File: src/rtl/twowire_mem_ap.sv
// twowire_mem_ap: APB3 memory access port turning TAR/DRW accesses into single AHB-Lite transfers
// Optional sticky DRW error flag in CSW[12] when TWD_MEM_AP_STICKY_ERR_EN is defined.
module twowire_mem_ap #(
  parameter logic [31:0] IDR = 32'h00000001,
  parameter int W_PADDR = 8
) (
  input  logic               dck,
  input  logic               drst,
  input  logic               apb_psel,
  input  logic               apb_penable,
  input  logic               apb_pwrite,
  input  logic [W_PADDR-1:0] apb_paddr,
  input  logic [31:0]        apb_pwdata,
  output logic [31:0]        apb_prdata,
  output logic               apb_pready,
  output logic               apb_pslverr,
  output logic [31:0]        ahb_haddr,
  output logic [1:0]         ahb_htrans,
  output logic               ahb_hwrite,
  output logic [2:0]         ahb_hsize,
  output logic [31:0]        ahb_hwdata,
  input  logic [31:0]        ahb_hrdata,
  input  logic               ahb_hready,
  input  logic               ahb_hresp
);
  typedef enum logic [1:0] {IDLE, ADDR, DATA, DONE} state_t;
  state_t state_q, state_d;
  logic [1:0] idx;
  logic [1:0] csw_size;
  logic csw_inc;
  logic [31:0] tar_q;
  logic [31:0] rdata_q;
  logic resp_q;
  logic err_q;
  logic setup, access, misaligned, launch, busy;
  logic [31:0] csw_rd;
  logic unused_paddr;
  assign unused_paddr = ^apb_paddr[W_PADDR-1:2];
  assign idx = apb_paddr[1:0];
  assign setup = apb_psel & ~apb_penable;
  assign access = apb_psel & apb_penable;
  assign busy = state_q != IDLE;
  assign misaligned = (csw_size == 2'd3) | ((csw_size == 2'd1) & tar_q[0]) |
                      ((csw_size == 2'd2) & (tar_q[1:0] != 2'd0));
  assign launch = (state_q == IDLE) & setup & (idx == 2'd2) & ~misaligned & ~err_q;
  assign csw_rd = {19'd0, err_q, 3'd0, busy, 3'd0, csw_inc, 2'd0, csw_size};
  assign ahb_htrans = (state_q == ADDR) ? 2'b10 : 2'b00;
  always_ff @(posedge dck) begin
    if (drst) state_q <= IDLE;
    else state_q <= state_d;
  end
  always_comb begin
    state_d = state_q;
    case (state_q)
      IDLE: state_d = launch ? ADDR : IDLE;
      ADDR: state_d = ahb_hready ? DATA : ADDR;
      DATA: state_d = ahb_hready ? DONE : DATA;
      default: state_d = IDLE;
    endcase
  end
  // A DRW access phase seen while IDLE is one that was refused at setup.
  always_comb begin
    apb_pready = 1'b0;
    apb_pslverr = 1'b0;
    apb_prdata = 32'd0;
    if (access) begin
      if (idx != 2'd2) begin
        apb_pready = 1'b1;
        apb_prdata = (idx == 2'd0) ? csw_rd : (idx == 2'd1) ? tar_q : IDR;
      end else if (state_q == IDLE) begin
        apb_pready = 1'b1;
        apb_pslverr = 1'b1;
      end else if (state_q == DONE) begin
        apb_pready = 1'b1;
        apb_pslverr = resp_q;
        apb_prdata = rdata_q;
      end
    end
  end
  always_ff @(posedge dck) begin
    if (drst) begin
      csw_size <= 2'd0;
      csw_inc <= 1'b0;
      tar_q <= 32'd0;
      rdata_q <= 32'd0;
      resp_q <= 1'b0;
      ahb_haddr <= 32'd0;
      ahb_hsize <= 3'd0;
      ahb_hwrite <= 1'b0;
      ahb_hwdata <= 32'd0;
    end else begin
      if (access & apb_pwrite & (idx == 2'd0)) begin
        csw_size <= apb_pwdata[1:0];
        csw_inc <= apb_pwdata[4];
      end
      if (access & apb_pwrite & (idx == 2'd1)) tar_q <= apb_pwdata;
      else if ((state_q == DONE) & ~resp_q & csw_inc) tar_q <= tar_q + (32'd1 << csw_size);
      if (launch) begin
        ahb_haddr <= tar_q;
        ahb_hsize <= {1'b0, csw_size};
        ahb_hwrite <= apb_pwrite;
        ahb_hwdata <= apb_pwdata;
      end
      if ((state_q == DATA) & ahb_hready) begin
        rdata_q <= ahb_hwrite ? 32'd0 : ahb_hrdata;
        resp_q <= ahb_hresp;
      end
    end
  end
`ifdef TWD_MEM_AP_STICKY_ERR_EN
  // Set wins over a simultaneous write-one-to-clear.
  always_ff @(posedge dck) begin
    if (drst) err_q <= 1'b0;
    else if (access & (idx == 2'd2) & ((state_q == IDLE) | ((state_q == DONE) & resp_q))) err_q <= 1'b1;
    else if (access & apb_pwrite & (idx == 2'd0) & apb_pwdata[12]) err_q <= 1'b0;
  end
`else
  assign err_q = 1'b0;
`endif
endmodule

File: config.mk
export PLATFORM = sky130hd
export DESIGN_NAME = twowire_mem_ap
export DESIGN_NICKNAME = d
export VERILOG_FILES = /design/src/rtl/twowire_mem_ap.sv
export SDC_FILE = /design/constraint.sdc
export NUM_CORES = 1
export LEC_CHECK = 0
export BUFFER_PORTS_ARGS = -buffer_cell sky130_fd_sc_hd__clkbuf_2
export CAP_MARGIN = 20
export CORE_ASPECT_RATIO = 1.1
export CORE_UTILIZATION = 47
export DETAILED_ROUTE_END_ITERATION = 6
export PLACE_DENSITY_LB_ADDON = 0.08
export SYNTH_ARGS = -nofsm -noshare
export SYNTH_HDL_FRONTEND = slang
export SYNTH_SLANG_ARGS = --single-unit
File: constraint.sdc
create_clock -name dck -period 2.3 [get_ports dck]
set_input_delay 0.115 -clock dck [delete_from_list [all_inputs] [get_ports dck]]
set_output_delay 0.115 -clock dck [all_outputs]
set_load 0.1 [all_outputs]
**Word-level counts from Yosys, hierarchy flattened**

Cells that the tools add are included.

- Bits in registers: 137
- Input port bits: 79
- Output and inout port bits: 104
- Logic and storage cells: 66

- Add/sub/neg operators: 1
- Eq/ne operators: 9
- Shifts and indexed selects: 1
- Multiplexer cells: 22
- Bitwise operators: 18
- Reduce and logical (&&, ||, !) cells: 5

Operators with widths:

| operator | number |
|---|---|
| $mux 32 | 9 |
| $add 32x32->32 | 1 |
| $shl 1x2->32 const A | 1 |
| $and 1x1->1 | 13 |
| $eq 2x2->1 const B | 5 |
| $mux 1 | 10 |
| $eq 2x1->1 const B | 3 |
| $pmux 2 s3 | 1 |
| $reduce_bool 2->1 | 3 |
| $logic_not 2->1 | 2 |
| $mux 2 | 2 |
| $not 1->1 | 3 |
| $ne 2x2->1 const B | 1 |
| $or 1x1->1 | 2 |

**Longest topological paths before layout**

- Depth after elaboration: 8
- Mapped depth: 11
- Mapped depth without buffers: 9

**Worst setup path after synthesis**

No wires, ideal clock.

- Kind: reg2out
- Start point: register state_q[0]
- End point: output port apb_prdata[0]
- Arrival time: 3.073 ns
- Required time: 2.185 ns
- Path slack: -0.888 ns
- Stages on the path, launching flop included: 5
- Path buffers: 0
- Cells stage by stage: dfxtp_1 > inv_1 > ha_1 > nand3b_1 > a211oi_1

- Word-level cells in the longest chain between the ends: 5
- Elaborated cells between the ends (all ways): 6
- Classes of those cells: 1 x eq/ne; 4 x mux; 1 x reduce/logical

Ends and longest elaborated chain:

| what | RTL line | text |
|---|---|---|
| start, declared | 27 | `state_t state_q, state_d;` |
| start signal, assigned | 50 | `else state_q <= state_d;` |
| $eq 2x2->1 | 73 | `end else if (state_q == DONE) begin` |
| $mux 32 | 73 |  |
| $mux 32 (*) | 70 | `end else if (state_q == IDLE) begin` |
| $mux 32 (*) | 67 | `if (idx != 2'd2) begin` |
| $mux 32 (*) | 66 | `if (access) begin` |
| end, declared | 14 | `output logic [31:0] apb_prdata,` |

Every way passes the cells marked *; elsewhere a longest branch is shown, timed or not.

**Worst setup path in the final report**

- Start point: register csw_size[0]
- End point: register tar_q[30]

- Word-level cells in the longest chain between the ends: 4

Ends and longest elaborated chain:

| what | RTL line | text |
|---|---|---|
| start, declared | 29 | `logic [1:0] csw_size;` |
| start signal, assigned | 93 | `csw_size <= apb_pwdata[1:0];` |
| $shl 1x2->32 | 97 | `else if ((state_q == DONE) & ~resp_q & csw_inc) tar_q <= tar_q + (32'd1 << csw_size);` |
| $add 32x32->32 | 97 |  |
| $mux 32 | 97 |  |
| $mux 32 | 96 | `if (access & apb_pwrite & (idx == 2'd1)) tar_q <= apb_pwdata;` |
| end signal, assigned | 96 |  |
| end signal, assigned | 97 |  |
| end, declared | 31 | `logic [31:0] tar_q;` |

Every way passes these cells. The select of a mux whose other input is x is not followed.
A chain may end at the register's enable or synchronous reset.

==> flow_summary.yaml <==
detailed_routing:
  wl_per_cell_um: 16.3
  routed_wl_um: 19200
  firstDrtPassIters: 5
  drtIter0Drc: 424
  vias_per_cell: 5.47
  drc: 0
  drtAntennaViolNets: 0
  vias: 6443
power:
  p_per_area_mw_per_mm2: 640
  power_frac_comb_pct: 8.5
  seqPwrFrac_pct: 40.9
  max-vdd-ir-drop_mv: 0.468
  power_mw: 5.93
  p_switching_mw: 1.44
  power.leakage_nw: 3.54
  clkPwrFrac_pct: 50.6
  power_switching_share_pct: 24.2
  p_int_mw: 4.49
timing:
  slew_violations: 0
  slew_headroom_pct: 62.2
  finClkSkew_ns: 0.00749
  fmax_mhz: 447
  worst_pin_slew_ns: 0.569
  setup_ws_ns: 0.0642
  final_hold_viol_count: 0
  fin_tns_setup_ns: 0
  holdWs_ns: 0.0784
  period_minus_slack_ns: 2.24
  finalCritPeriodShare_pct: 97.2
  setup_viol: 0
setup_path:
  cpLargestDelayFamily: "compound AO/OA/AOI/OAI gates"
  end_kind: "register"
  startpoint_type: "register"
  crit_required_ns: 2.65
  reg2regPathDepth: 10
  r2r_slack_ns: 0.06
  criticalPathCategory: "reg -> reg"
  r2r-start: "csw_size[0]$_SDFFE_PP0P_"
  r2r-end: "tar_q[30]$_SDFFE_PP0P_"
  path_depth: 10
  slowest_delay_ns: 0.41
  path_max_fanout: 5
  path_cells: "nor2_4 > ha_4 > inv_2 > fa_2 > nor2b_4 > o21ai_4 > buf_6 > a2111oi_4 > xnor2_1 > a211oi_2"
  crit_arrival_ns: 2.58
  path_buf_inv: 2
  worst_path_max_delay_cell: "fa_2"
place:
  dp_slack_ns: -0.141
  place_inst: 1105
  dp_hpwl_um: 13300
  port_buffers: 174
  place.gp.congestion: 0.883
  placed_cell_area_sq_mm: 0.00807
global_routing:
  antenna_found_initial: 0
  overflow: 0
  grt_pass1_vias: 6121
  grt_pass1_wl_um: 30000
  grt_usage_pct: 27.9
  grt_max_degree: 61
die:
  ios: 183
  core-area_sq_mm: 0.0132
  num_rows: 44
  dieArea_sq_mm: 0.0139
  die_height_um: 123
  initial_core_util_pct: 47.9
  die_x_um: 112
logic_synthesis:
  yosys.area.top_type: "dfxtp_1"
  postSynthCellCount: 792
  synth_area_sq_mm: 0.00630
  ys_seq_area_share_pct: 43.5
  netlist.area_leader.share_pct: 43.5
  synth_cell_type_count: 50
  syn_area_per_cell_sq_um: 7.96
  synthTopCellsByArea: "dfxtp_1 44%, a21oi_1 9.0%, nand2_1 8.9%, nor2_1 6.1%, nor3b_1 4.3%"
  synth_ff_type: "dfxtp_1"
  yosys_warnings: 0
  synth_edf_count: 0
  synth-seq-cells: 137
  async_flop_share_pct: 0
clock_tree:
  cts_buffers: 17
  cts_tree: "yes"
  cts-root-buf: "clkbuf_16"
  clock_sinks: 137
  clkTransAtPathRegs_ns: 0.06
  htree_levels: 4
  clockBufferDepth: 2
  clk_latency_ns: 0.43
cells_and_area:
  layout_commonest_cell: "nand2_1"
  mostFrequentLayoutCells: "147 x nand2_1, 143 x clkbuf_2, 134 x dfxtp_1"
  stdcell_area_sq_mm: 0.00928
  layout.nets: 1092
  syn_to_final_growth_pct: 47.2
  utilization_pct: 70.5
  instances_no_fill: 1178
  antenna_cells: 0
  layout-drive-gt1-share_pct: 31.6
outcome:
  outcome: "completed"
hold_path:
  worstHoldPathCells: 4
  hold_path_startpoint: "ahb_hrdata[29]"
  hp-class: "in -> reg"
  hold_end: "rdata_q[29]$_SDFFE_PP0P_"
run:
  cap_violations: 0
==> registers in the layout, indices dropped and copies added (netlist names), 2 cells and up <==
register    flops
ahb_haddr      32
rdata_q        32
state_q         2
ahb_hwdata     32
csw_size        2
tar_q          32
ahb_hsize       2
==> worst max-delay path by stage <==
| stage | endpoint | slack (ns) | from |
|---|---|---|---|
| 5_1_grt | tar_q[19]$_SDFFE_PP0P_ | -0.02 | csw_size[1]$_SDFFE_PP0P_ |
| 3_5_place_dp | tar_q[30]$_SDFFE_PP0P_ | -0.14 | csw_size[0]$_SDFFE_PP0P_ |
| 3_3_place_gp | tar_q[24]$_SDFFE_PP0P_ | 0.03 | csw_size[0]$_SDFFE_PP0P_ |
| 4_1_cts | tar_q[30]$_SDFFE_PP0P_ | 0.002 | csw_size[1]$_SDFFE_PP0P_ |
| 2_1_floorplan | tar_q[16]$_SDFFE_PP0P_ | 0.003 | csw_size[0]$_SDFFE_PP0P_ |
| 6_report | tar_q[30]$_SDFFE_PP0P_ | 0.06 | csw_size[0]$_SDFFE_PP0P_ |
==> routing by layer <==
layer / track usage (%) / part of all wire, % / vias up
met1: 31.7 / 40 / 3049
met2: 49.7 / 51 / 193
li1: - / - / 3159
met5: 0 / 0 / -
met4: 13.7 / 3.8 / 0
met3: 6.13 / 4.9 / 42
==> power groups by stage <==
stage,Sequential [mW],Clock (mW),Combinational (mW)
5_1_grt,2.43,3.14,0.536
3_5_place_dp,2.48,0,0.452
2_1_floorplan,2.57,0,0.199
3_3_place_gp,2.48,0,0.446
4_1_cts,2.43,3.02,0.500
6_report,2.42,3.00,0.504
==> logic make-up after synthesis <==
logic type | Yosys count | synth area share [%]
flip-flops | 137 | 43.5
AND/OR/NAND/NOR | 343 | 25.6
buffers and inverters | 76 | 4.96
other | 1 | 0.0595
adder cells (fa/ha/maj) | 9 | 1.91
multiplexers | 6 | 0.953
AO/OA/AOI/OAI | 195 | 19.5
XOR/XNOR | 25 | 3.47
==> worst register-to-register path: stages (launching register included) <==
cell	delay [ns]
dfxtp_4	0.37
nor2_4	0.12
ha_4	0.14
inv_2	0.04
fa_2	0.41
nor2b_4	0.16
o21ai_4	0.08
buf_6	0.16
a2111oi_4	0.29
xnor2_1	0.14
a211oi_2	0.25
==> final cells by class <==
type / instances / area (sq um)
clock buffer: 17 / 425
sequential: 137 / 2750
timing repair buffer: 261 / 2160
multi-input combinational: 580 / 3490
inverter: 7 / 26.3
fill: 1046 / 3880
clock inverter: 15 / 223
tap: 161 / 201
==> Yosys cell counts (2+ instances only) <==
cell type	n
a2111oi_2	4
a211oi_1	30
a21oi_1	113
a22o_1	5
a22oi_1	28
a311oi_1	3
and2_1	2
and3_1	3
and3b_1	2
and4_1	5
buf_1	6
buf_2	4
buf_4	4
clkbuf_1	54
dfxtp_1	137
ha_1	8
inv_1	7
mux2i_1	6
nand2_1	149
nand2b_1	2
nand3_1	9
nand3b_1	2
nand4_1	7
nor2_1	102
nor2b_1	8
nor3_1	4
nor3b_1	36
nor4_1	3
nor4_2	4
nor4b_1	2
xnor2_1	20
xor2_1	5
==> what timing repair did <==
action | CTS | global route
buffers inserted | 4 | 0
endpoints found under the setup margin | 37 | 45
gates resized for setup | 10 | 20
cloned | 0 | 1
hold buffers | 36 | 0
pin swaps | 1 | 16
endpoints found under the hold margin | 58 | 0
(Power assumes the default switching activity.)
